`config.mk`:
```
export PLATFORM = sky130hd
export DESIGN_NAME = nibble_serial_adder
export DESIGN_NICKNAME = d
export VERILOG_FILES = /design/src/rtl/nibble_serial_adder.sv
export SDC_FILE = /design/constraint.sdc
export NUM_CORES = 1
export LEC_CHECK = 0
export BUFFER_PORTS_ARGS = -buffer_cell sky130_fd_sc_hd__buf_2
export CAP_MARGIN = 20
export CORE_MARGIN = 2
export CORE_UTILIZATION = 30
export DETAILED_ROUTE_END_ITERATION = 8
export PLACE_DENSITY = 0.46
export SETUP_SLACK_MARGIN = 0.4
export SLEW_MARGIN = 20
export SYNTH_ARGS = -nofsm -noshare
export SYNTH_HDL_FRONTEND = slang
export SYNTH_SLANG_ARGS = --single-unit
```
`constraint.sdc`:
```
create_clock -name clk -period 3.1 [get_ports clk]
set_input_delay 0.465 -clock clk [delete_from_list [all_inputs] [get_ports clk]]
set_output_delay 0.465 -clock clk [all_outputs]
set_load 0.01 [all_outputs]
```
`src/rtl/nibble_serial_adder.sv`:
```
// Multi-cycle WIDTH-bit adder that reuses one 4-bit carry-lookahead slice, one nibble per cycle, LSB first.
// Optional macro NSA_SUB_EN adds a 'sub' input that turns the operation into a - b.
module nibble_serial_adder #(
    parameter int WIDTH = 32
) (
    input  logic             clk,
    input  logic             rst_n,
    input  logic             in_valid,
    output logic             in_ready,
    input  logic [WIDTH-1:0] a,
    input  logic [WIDTH-1:0] b,
    input  logic             cin,
`ifdef NSA_SUB_EN
    input  logic             sub,
`endif
    output logic             out_valid,
    input  logic             out_ready,
    output logic [WIDTH-1:0] sum,
    output logic             cout,
    output logic             overflow
);

    localparam int NIB = WIDTH / 4;
    localparam int CW  = (NIB > 1) ? $clog2(NIB) : 1;
    localparam logic [CW-1:0] LAST = CW'(NIB - 1);

    localparam logic [1:0] IDLE = 2'd0;
    localparam logic [1:0] BUSY = 2'd1;
    localparam logic [1:0] DONE = 2'd2;

    // Returns {carry_out, sum[3:0]} with all four carries computed in parallel.
    function automatic logic [4:0] fast_fadd4(input logic [3:0] x, input logic [3:0] y, input logic c0);
        logic [3:0] g;
        logic [3:0] p;
        logic [4:0] c;
        g    = x & y;
        p    = x ^ y;
        c[0] = c0;
        c[1] = g[0] | (p[0] & c0);
        c[2] = g[1] | (p[1] & g[0]) | (p[1] & p[0] & c0);
        c[3] = g[2] | (p[2] & g[1]) | (p[2] & p[1] & g[0]) | (p[2] & p[1] & p[0] & c0);
        c[4] = g[3] | (p[3] & g[2]) | (p[3] & p[2] & g[1]) | (p[3] & p[2] & p[1] & g[0])
             | (&p & c0);
        return {c[4], p ^ c[3:0]};
    endfunction

    logic [1:0]       state;
    logic [CW-1:0]    cnt;
    logic             carry;
    logic [WIDTH-1:0] a_q;
    logic [WIDTH-1:0] b_q;
    logic [WIDTH-1:0] sum_q;
    logic             cout_q;
    logic             ovf_q;

    logic [WIDTH-1:0] b_in;
    logic             c_in;
    logic [WIDTH-1:0] a_sh;
    logic [WIDTH-1:0] b_sh;
    logic [WIDTH-1:0] nib_mask;
    logic [WIDTH-1:0] nib_ins;
    logic [4:0]       add;

`ifdef NSA_SUB_EN
    // Subtraction is a + ~b + 1, so the external carry-in is overridden.
    assign b_in = sub ? ~b : b;
    assign c_in = sub | cin;
`else
    assign b_in = b;
    assign c_in = cin;
`endif

    always_comb begin
        a_sh     = a_q >> {cnt, 2'b00};
        b_sh     = b_q >> {cnt, 2'b00};
        add      = fast_fadd4(a_sh[3:0], b_sh[3:0], carry);
        nib_mask = WIDTH'(4'hF) << {cnt, 2'b00};
        nib_ins  = WIDTH'(add[3:0]) << {cnt, 2'b00};
    end

    always_ff @(posedge clk or negedge rst_n) begin
        if (!rst_n) begin
            state  <= IDLE;
            cnt    <= '0;
            carry  <= 1'b0;
            a_q    <= '0;
            b_q    <= '0;
            sum_q  <= '0;
            cout_q <= 1'b0;
            ovf_q  <= 1'b0;
        end else begin
            case (state)
                IDLE: begin
                    if (in_valid) begin
                        a_q   <= a;
                        b_q   <= b_in;
                        carry <= c_in;
                        cnt   <= '0;
                        sum_q <= '0;
                        state <= BUSY;
                    end
                end
                BUSY: begin
                    sum_q <= (sum_q & ~nib_mask) | nib_ins;
                    carry <= add[4];
                    if (cnt == LAST) begin
                        cout_q <= add[4];
                        ovf_q  <= (a_q[WIDTH-1] == b_q[WIDTH-1]) && (add[3] != a_q[WIDTH-1]);
                        cnt    <= '0;
                        state  <= DONE;
                    end else begin
                        cnt <= cnt + 1'b1;
                    end
                end
                DONE: begin
                    if (out_ready) begin
                        state <= IDLE;
                    end
                end
                default: state <= IDLE;
            endcase
        end
    end

    assign in_ready  = (state == IDLE);
    assign out_valid = (state == DONE);
    assign sum       = sum_q;
    assign cout      = cout_q;
    assign overflow  = ovf_q;

endmodule

```
==> reports/metrics.csv, run 1 <==
metric;value;unit
muxShareOfSynthArea;22.5;%
end_kind;flop;
fin_crit;2.59;ns
crit_fanout;9;
hpwlAfterDp;8570;um
clk_path_buf_depth;2;
ant_nets;0;
status;finished, final reports clean;
clk_latency;0.36;ns
wl;12100;um
synth-simple-area-share;7.25;%
synthAdderAreaFrac;3.25;%
ios;105;
grt_pass1_wl;19600;um
yosysSeqAreaShare;53.7;%
ys_seq_elements;104;
setup.worst_path.class;reg -> reg;
antenna_found_initial;0;
vias;3313;
synth_cell_type_count;45;
syn_area;4850;um^2
cp-start-kind;flop;
layout_common_cells;103 x dfrtp_1, 103 x buf_2, 53 x nand2_1;
final_max_slew_viol_count;0;
grt-ovfl-total;0;
die_width;131;um
syn_nets;441;
yosysTopAreaCell;dfrtp_1;
grt_pass1_vias;3447;
peakVddDrop;859;uV
drc;0;
hold_class;in -> async;
yosys_most_used_dff;dfrtp_1;
final-setup-viol-count;0;
fillCellCount;1569;
first_pass_iters;4;
maxCapViolations;0;
yosysTopAreaCellShare;53.7;%
rsz0062_at_grt;no;
hold_buffers;0;
cts-root-buf;clkbuf_16;
cp.required;3.34;ns
fp-row-count;46;
cts-buffers-inserted;9;
antenna_cells;0;
fin_tns_setup;0;ns
max_freq;0.387;GHz
die_h;131;um
nets;544;
avgSynthCellArea;13.5;um^2
regArea;2600;um^2
period_share;83.4;%
synth_compound_area_share;9.21;%
grt_use_total;14.7;%
drive_gt1_share;43.9;%
synth_cells;360;
crit_arrival;2.83;ns
fin_skew;0.0115;ns
gp_congestion;0.734;
wl_per_cell;17.7;um
drtIter0Drc;179;
placed_cell_area;5610;um^2
final_cell_area;5940;um^2
start_util;30.6;%
grt_start_max_net_pins;69;
synth-edff-count;0;
synth.area.top_cells;dfrtp_1 54%, mux2_2 11%, mux4_2 7.4%, nand2_1 4.1%, mux2_1 3.7%;
synth_top_family_by_area;multiplexers;
power.total;7.54;mW
place.port_buffers;104;
syn_to_final_growth;22.5;%
power_leakage;2.73;nW
relSlewSlack;52.1;%
yosysWarnings;0;
tightest_slew;0.719;ns
cts-htree-levels;3;
core;15800;um^2
path_clk_slew;0.07;ns
die-area;17200;um^2
synthXorXnorAreaFrac;1.08;%
final_hold_viol_count;0;
multi_input_area;2140;um^2
vias_per_cell;4.85;
tritoncts;yes;
p_per_area;1270;nW/um^2
ys_async_sr_fraction;100;%
cts.sinks;104;
==> state kept, by name, indices dropped and copies added, names as in the netlist <==
| name | count |
|---|---|
| a_q | 32 |
| sum | 32 |
| cout | 1 |
| state | 2 |
| cnt | 3 |
| carry | 1 |
| b_q | 32 |
| overflow | 1 |
==> through the flow <==
stage | instances | utilization (%) | setup slack [ns] | hold slack (ns)
4_1_cts | 682 | 37.1 | 0.437 | 0.180
3_5_place_dp | 667 | 35.4 | 0.414 | 0.466
6_report | 683 | 37.5 | 0.514 | 0.156
3_3_place_gp | 667 | 35.4 | 0.471 | 0.462
2_1_floorplan | 360 | - | 0.510 | 0.169
5_1_grt | 683 | 37.5 | 0.401 | 0.208
==> synthesized netlist by cell type, types with 5 or more instances <==
library cell / number
a21o_1: 9
a22o_1: 8
a32o_1: 9
buf_2: 12
dfrtp_1: 104
ha_1: 11
mux2_1: 16
mux2_2: 48
mux4_2: 16
nand2_1: 53
nand3_1: 5
nor2_1: 6
o21ai_0: 8
o31ai_1: 8
==> kinds of logic (layout without fill, tap and decap cells) <==
logic type,Yosys count,in the layout
buf+inv,26,133
mux,81,81
fa+ha+maj,12,12
compound gates,56,56
flops,104,104
xor+xnor,3,3
simple gates,78,78
==> critical path: stages (launching register included) <==
cell and delay, ns:
dfrtp_2 0.40, buf_8 0.15, mux4_2 0.51, nand2_1 0.08
nand2_1 0.14, ha_1 0.34, a21oi_2 0.19, o21ai_4 0.10
xor2_4 0.16, buf_12 0.15, a32o_1 0.24
==> report_power, final <==
part,leakage [nW],switching (mW),internal [mW]
clock,0.129,0.508,0.539
combinational,1.32,2.13,1.99
sequential,1.28,0.384,1.98
==> repair_timing <==
action                                  in CTS  in global routing
endpoints found under the hold margin        0                  0
resized for setup                            1                 11
pin swaps                                    0                  3
buffers inserted                             0                  1
endpoints found under the setup margin       3                 23
==> worst paths after layout <==
| kind | slack [ns] | end | start | cells after the start |
|---|---|---|---|---|
| worst max-delay path | 0.51 | sum[31]$_DFFE_PN0P_ | cnt[0]$_DFFE_PN0P_ | 10 |
| worst min-delay path | 0.16 | sum[14]$_DFFE_PN0P_ | rst_n | 1 |
| worst max register to register | 0.51 | sum[31]$_DFFE_PN0P_ | cnt[0]$_DFFE_PN0P_ | 10 |
| worst min register to register | 0.47 | sum[13]$_DFFE_PN0P_ | sum[13]$_DFFE_PN0P_ | 2 |
| max in group asynchronous | 2.22 | cnt[0]$_DFFE_PN0P_ | rst_n | 2 |
| min in group clk | 0.31 | state[1]$_DFFE_PN0P_ | out_ready | 2 |
==> area by class of cell <==
| cell class | instances | area share, % |
|---|---|---|
| flip-flops and latches | 104 | 43.8 |
| multi-input cells | 230 | 36.1 |
| repair buffers | 113 | 10.9 |
| well taps | 216 | 4.55 |
| clock buffers | 11 | 3.92 |
| clock inverters | 4 | 0.400 |
| inverters | 5 | 0.316 |
==> routing by layer <==
metal / global-route usage (%) / share of wire (%) / up-vias
met1: 20.3 / 47 / 1676
li1: - / - / 1526
met4: 5.31 / 1.9 / 0
met5: 0 / 0 / -
met3: 3.74 / 5.6 / 14
met2: 22.3 / 46 / 97
No activity file was read; power rests on OpenSTA's default activity.
==> run 2: changes to the inputs <==
--- a/config.mk
+++ b/config.mk
@@ -5,6 +5,7 @@
 export SDC_FILE = /design/constraint.sdc
 export NUM_CORES = 1
 export LEC_CHECK = 0
+export ABC_AREA = 1
 export BUFFER_PORTS_ARGS = -buffer_cell sky130_fd_sc_hd__buf_2
 export CAP_MARGIN = 20
 export CORE_MARGIN = 2
==> constraint.sdc (replaced) <==
create_clock -name clk -period 2.69 [get_ports clk]
set_input_delay 0.4035 -clock clk [delete_from_list [all_inputs] [get_ports clk]]
set_output_delay 0.4035 -clock clk [all_outputs]
set_load 0.01 [all_outputs]
==> run 2 against run 1 <==
Effect of this change: cell count grew 38%; combinational power increased by 8.5%; highest routed layer unchanged; routed wire length up 15%; critical path depth is 4 higher; sequential share of layout area fell by 1.0 points; count of clock-buffer cells in the layout unchanged.
==> reports/metrics.csv, run 2 <==
metric;value;unit;change
fin_tns_setup;0;ns;unchanged
cts-htree-levels;3;;unchanged
avgSynthCellArea;8.07;um^2;-40%
drc;0;;unchanged
ios;105;;unchanged
final_common_cell;nand2_1;;
fin_ws;0.541;ns;+0.0271 ns
yosysWarnings;0;;unchanged
yosysTopAreaCell;dfrtp_1;;
fp-row-count;47;;+2.2%
tightest_slew;0.773;ns;+0.0535 ns
maxCapViolations;0;;unchanged
drtIter0Drc;261;;+46%
yosysTopAreaCellShare;52.4;%;-1.3 points
wl;13900;um;+15%
syn_area;4970;um^2;+2.5%
end_kind;flop;;
grt_start_max_net_pins;59;;-14%
synth_cell_type_count;28;;-38%
grt-ovfl-total;0;;unchanged
cts.sinks;104;;unchanged
synth.area.top_cells;dfrtp_1 52%, nand2_1 21%, o21ai_0 5.9%, ha_1 2.8%, nor2_1 2.6%;;
fin_util;37.1;%;-0.45 points
final_hold_viol_count;0;;unchanged
final-setup-viol-count;0;;unchanged
die-area;17600;um^2;+2.4%
cts-root-buf;clkbuf_16;;
yosysMostFrequentCell;nand2_1;;
syn_nets;697;;+58%
grt_pass1_vias;4494;;+30%
vias;4341;;+31%
synth_commonest_cells;272 x nand2_1, 104 x dfrtp_1, 59 x o21ai_0;;
fin_crit;2.15;ns;-0.437 ns
cp.required;2.93;ns;-0.41 ns
final_max_slew_viol_count;0;;unchanged
status;finished, final reports clean;;
syn_to_final_growth;22.4;%;about the same
tritoncts;yes;;
setup.worst_path.class;reg -> reg;;
place.port_buffers;104;;unchanged
grt_use_total;16.5;%;+1.9 points
clk_path_buf_depth;2;;unchanged
vias_per_cell;4.62;;-4.8%
path_clk_slew;0.06;ns;about the same
max_freq;0.465;GHz;+20%
die_h;133;um;+1.2%
cts-buffers-inserted;9;;unchanged
ff2ff_setup_slack;0.54;ns;+0.03 ns
drive_gt1_share;22.6;%;-21 points
synth_cells;616;;+71%
nets;799;;+47%
pre_cts_slack;0.268;ns;-0.147 ns
fillCellCount;1777;;+13%
power.total;8.30;mW;+10%
synth-edff-count;0;;unchanged
antenna_cells;0;;unchanged
slowest_delay;0.45;ns;-0.06 ns
rsz0062_at_grt;yes;;
clk_latency;0.36;ns;about the same
layout_common_cells;267 x nand2_1, 103 x buf_2, 102 x dfrtp_1;;
hold_buffers;0;;unchanged
fin_skew;0.00662;ns;-0.00485 ns
yosysSeqAreaShare;52.4;%;-1.3 points
hold_class;in -> async;;
gr-usage-met3;3.79;%;+0.051 points
p_per_area;1360;nW/um^2;+7.5%
power_leakage;3.29;nW;+20%
antenna_found_initial;0;;unchanged
first_pass_iters;5;;+1
wl_per_cell;14.8;um;-16%
yosys_most_used_dff;dfrtp_1;;
cp_cell_sequence;buf_12 -> o21ai_0 -> o22ai_1 -> nand2_1 -> nand2_2 -> ha_1 -> nand2_1 -> nand2_1 -> nand2_1 -> nand2_1 -> nand2_2 -> nand2_4 -> nand4_1 -> nand2_1;;
crit_arrival;2.39;ns;-0.44 ns
cp_slowest_cell;dfrtp_2;;
relSlewSlack;48.5;%;-3.6 points
hpwlAfterDp;10000;um;+17%
ys_async_sr_fraction;100;%;unchanged
peakVddDrop;574;uV;-33%
use_met1;22.1;%;+1.8 points
grt_use_met2;27.1;%;+4.8 points
die_width;133;um;+1.2%
crit_fanout;32;;+23
cp_common_cell;nand2_1;;
cp-start-kind;flop;;
grt_pass1_wl;23100;um;+18%
start_util;30.3;%;-0.35 points
ys_seq_elements;104;;unchanged
ant_nets;0;;unchanged
busiest_layer;met2;;
core;16400;um^2;+3.7%
period_share;79.9;%;-3.5 points
gp_congestion;0.798;;+8.8%
-- run 2: cell count changes after synthesis, sizes merged, moves of 16 or more --
cell / delta
inv: +19
o22ai: +16
o21ai: +57
nor2: +30
mux4: -16
mux2: -64
nand2: +226
-- run 2: what timing repair did --
action,CTS,global route
resized for setup,9,29
setup endpoints to repair,17,35
pin swaps,0,4
buffers inserted,0,2
gates cloned,0,1
-- run 2: cell type report --
type                    instances  area (um^2)  share of cell area [%]
inverters                      25          101                    1.67
well taps                     220          275                    4.52
multi-input cells             454         2120                    34.8
flip-flops and latches        104         2610                    42.8
repair buffers                124          743                    12.2
clock inverters                 2         10.0                   0.165
clock buffers                  11          233                    3.83
-- run 2: power breakdown --
| part | switching (mW) | internal, mW |
|---|---|---|
| logic | 2.82 | 1.65 |
| clock network | 0.550 | 0.609 |
| registers | 0.435 | 2.23 |
-- run 2: worst paths after layout --
path,end,from,depth (start not counted)
setup reg to reg,sum[15]$_DFFE_PN0P_,cnt[0]$_DFFE_PN0P_,14
hold reg to reg,cout$_DFFE_PN0P_,cout$_DFFE_PN0P_,2
min in group clk,b_q[18]$_DFFE_PN0P_,b[18],3
max in group asynchronous,b_q[14]$_DFFE_PN0P_,rst_n,2
hold / removal,state[1]$_DFFE_PN0P_,rst_n,1
setup / recovery,sum[15]$_DFFE_PN0P_,cnt[0]$_DFFE_PN0P_,14
-- run 2: routing by layer --
layer,up-vias,share of wire [%],wire length [um]
met4,0,1.5,212
li1,2174,-,-
met1,2046,46,6450
met3,13,5.1,710
met5,-,0,0
met2,108,47,6550
-- run 2: worst max-delay path: cells and delay by family (launching register included) --
kind                       cells  cell delay (ns)
AOI/OAI and AO/OA              2             0.29
and+or+nand+nor               10             0.80
adders and majority gates      1             0.32
buffers and inverters          1             0.17
DFF                            1             0.45
-- run 2: stage by stage --
step	instances	hold slack (ns)	cell area, um^2
floorplan	616	0.108	4970
global placement	924	0.460	5700
detailed placement	924	0.465	5700
CTS	937	0.151	5970
global route	940	0.201	6080
finish	940	0.129	6080
-- run 2: kinds of logic (layout without fill, tap and decap cells) --
kind of cell             count (synthesis)  in the layout  share of synthesized area (%)
AND/OR/NAND/NOR                        350            350                           28.7
flip-flops                             104            104                           52.4
AO/OA/AOI/OAI                           91             91                           9.80
buffers and inverters                   58            162                           5.77
adder cells (fa/ha/maj)                 12             12                           3.17
XOR/XNOR                                 1              1                          0.176
==> run 3: changes to the inputs <==
--- a/config.mk
+++ b/config.mk
@@ -11,7 +11,7 @@
 export CORE_MARGIN = 2
 export CORE_UTILIZATION = 30
 export DETAILED_ROUTE_END_ITERATION = 8
-export PLACE_DENSITY = 0.46
+export PLACE_DENSITY = 0.48
 export SETUP_SLACK_MARGIN = 0.4
 export SLEW_MARGIN = 20
 export SYNTH_ARGS = -nofsm -noshare
==> constraint.sdc (replaced) <==
create_clock -name clk -period 1.8 [get_ports clk]
set_input_delay 0.27 -clock clk [delete_from_list [all_inputs] [get_ports clk]]
set_output_delay 0.27 -clock clk [all_outputs]
set_load 0.01 [all_outputs]
==> run 3 against run 2 <==
Effect of this change: the flow now finishes with violations (negative setup slack); routed wire length grew 7.0%; via count grew 3.9%; clock power grew 85%; first-iteration DRC count grew 20%; critical path depth shrank 4; combinational power grew 100%; critical endpoint is now sum[16]$_DFFE_PN0P_; highest routed layer unchanged.
==> reports/metrics.csv, run 3 (synthesis results as in run 2) <==
metric;value;unit;change
status;finished with violations;;
violations;negative setup slack;;
first_pass_iters;4;;-1
final_hold_viol_count;0;;unchanged
cts.sinks;104;;unchanged
path_clk_slew;0.07;ns;about the same
drtIter0Drc;312;;+20%
fin_tns_setup;-10.02;ns;-10.02 ns
maxCapViolations;0;;unchanged
cts-buffers-inserted;9;;unchanged
fin_util;41.5;%;+4.4 points
die-area;17600;um^2;unchanged
clk_latency;0.36;ns;about the same
wl_per_cell;15.4;um;+3.7%
ios;105;;unchanged
cp_cell_sequence;clkinv_4 -> buf_8 -> o21ai_2 -> o22ai_2 -> nand2_1 -> nand2_2 -> fa_2 -> buf_6 -> nand3_2 -> o21ai_1;;
slowest_delay;0.61;ns;+0.16 ns
cp_slowest_cell;fa_2;;
period_share;118;%;+38 points
worst_r2r_path_depth;10;;-4
reg2reg_to;sum[16]$_DFFE_PN0P_;;
grt_pass1_vias;4634;;+3.1%
final_common_cell;nand2_1;;
tritoncts;yes;;
ff2ff_setup_slack;-0.32;ns;-0.86 ns
drive_gt1_share;34.0;%;+11 points
relSlewSlack;71.4;%;+23 points
grt_pass1_wl;24000;um;+4.1%
crit_arrival;2.40;ns;about the same
startpoint;cnt[0]$_DFFE_PN0P_;;
cp-start-kind;flop;;
die_h;133;um;unchanged
peakVddDrop;1180;uV;+110%
layout_common_cells;254 x nand2_1, 104 x buf_2, 102 x dfrtp_1;;
fin_crit;2.12;ns;-0.0285 ns
worstSetupEndpoint;sum[16]$_DFFE_PN0P_;;
grt_start_max_net_pins;43;;-27%
crit_fanout;7;;-78%
die_width;133;um;unchanged
cp.required;2.08;ns;-0.85 ns
vias_per_cell;4.65;;+0.66%
start_util;30.3;%;unchanged
power_leakage;3.57;nW;+8.6%
max_freq;0.472;GHz;+1.3%
clk_path_buf_depth;2;;unchanged
drc;0;;unchanged
core;16400;um^2;unchanged
hpwlAfterDp;10300;um;+3.1%
ant_nets;0;;unchanged
cts-root-buf;clkbuf_16;;
place.port_buffers;104;;unchanged
gp_congestion;0.839;;+5.1%
hold_class;in -> reg;;
r2r-start;cnt[0]$_DFFE_PN0P_;;
vias;4509;;+3.9%
final-setup-viol-count;35;;+35
nets;826;;+3.4%
tightest_slew;0.430;ns;-0.343 ns
syn_to_final_growth;37.0;%;
setup.worst_path.class;reg -> reg;;
wl;14900;um;+7.0%
grt-ovfl-total;0;;unchanged
p_per_area;2240;nW/um^2;+64%
grt_use_total;17.5;%;+0.92 points
antenna_found_initial;0;;unchanged
rsz0062_at_grt;yes;;
fin_skew;0.0106;ns;+0.00393 ns
final_max_slew_viol_count;0;;unchanged
fp-row-count;47;;unchanged
cts-htree-levels;3;;unchanged
antenna_cells;0;;unchanged
end_kind;flop;;
fin_ws;-0.320;ns;-0.861 ns
==> run 3: final cells by class <==
| type | count | area [um^2] |
|---|---|---|
| sequential | 104 | 2610 |
| inverter | 25 | 109 |
| clock inverter | 4 | 76.3 |
| clock buffer | 12 | 246 |
| timing repair buffer | 151 | 1050 |
| tap | 220 | 275 |
| multi-input combinational | 454 | 2450 |
| fill | 1685 | 9600 |
==> run 3: worst min-delay path by stage <==
stage | start | end | slack (ns) | depth (start not counted)
after floorplan | rst_n | a_q[0]$_DFFE_PN0P_ | -0.03 | 0
after global placement | rst_n | cout$_DFFE_PN0P_ | 0.24 | 1
after detailed placement | rst_n | cout$_DFFE_PN0P_ | 0.24 | 1
after CTS | out_ready | state[1]$_DFFE_PN0P_ | 0.08 | 2
after global routing | out_ready | state[1]$_DFFE_PN0P_ | 0.1 | 2
final | out_ready | state[1]$_DFFE_PN0P_ | 0.09 | 2
==> run 3: metrics by stage <==
stage	std cells	setup WS, ns	hold WS, ns	power [mW]	area [um^2]
floorplan	616	-0.127	-0.0256	8.83	5130
global placement	942	-0.369	0.239	11.0	5970
detailed placement	942	-0.421	0.244	11.1	5970
CTS	965	-0.309	0.0812	14.3	6540
global route	970	-0.461	0.0963	16.5	6810
finish	970	-0.320	0.0923	15.3	6810
==> run 3: worst max-delay path: cells and delay by family (launching register included) <==
family / cells / cell delay (ns)
compound gates: 3 / 0.34
fa+ha+maj: 1 / 0.61
buf+inv: 3 / 0.38
flops: 1 / 0.46
simple gates: 3 / 0.26
==> run 3: routing by layer <==
| layer | up-vias | wire [um] | track usage [%] | share of wire, % |
|---|---|---|---|---|
| li1 | 2249 | - | - | - |
| met3 | 14 | 539 | 2.87 | 3.6 |
| met4 | 0 | 280 | 6.21 | 1.9 |
| met1 | 2151 | 7000 | 24.1 | 47 |
| met2 | 95 | 7070 | 27.8 | 47 |
| met5 | - | 0 | 0 | 0 |
==> run 3: timing repair <==
| item | CTS | global route |
|---|---|---|
| hold endpoints to repair | 28 | 0 |
| buffers inserted | 4 | 3 |
| pin swaps | 16 | 18 |
| cloned | 2 | 2 |
| gates resized for setup | 44 | 57 |
| hold buffers | 1 | 0 |
| endpoints found under the setup margin | 64 | 64 |
==> run 3: power breakdown <==
part           switching, mW  internal, mW  leakage, nW
Combinational           5.34          3.72         2.09
Clock                  0.888          1.26        0.153
Sequential             0.713          3.34         1.32
Total                   6.94          8.32         3.57
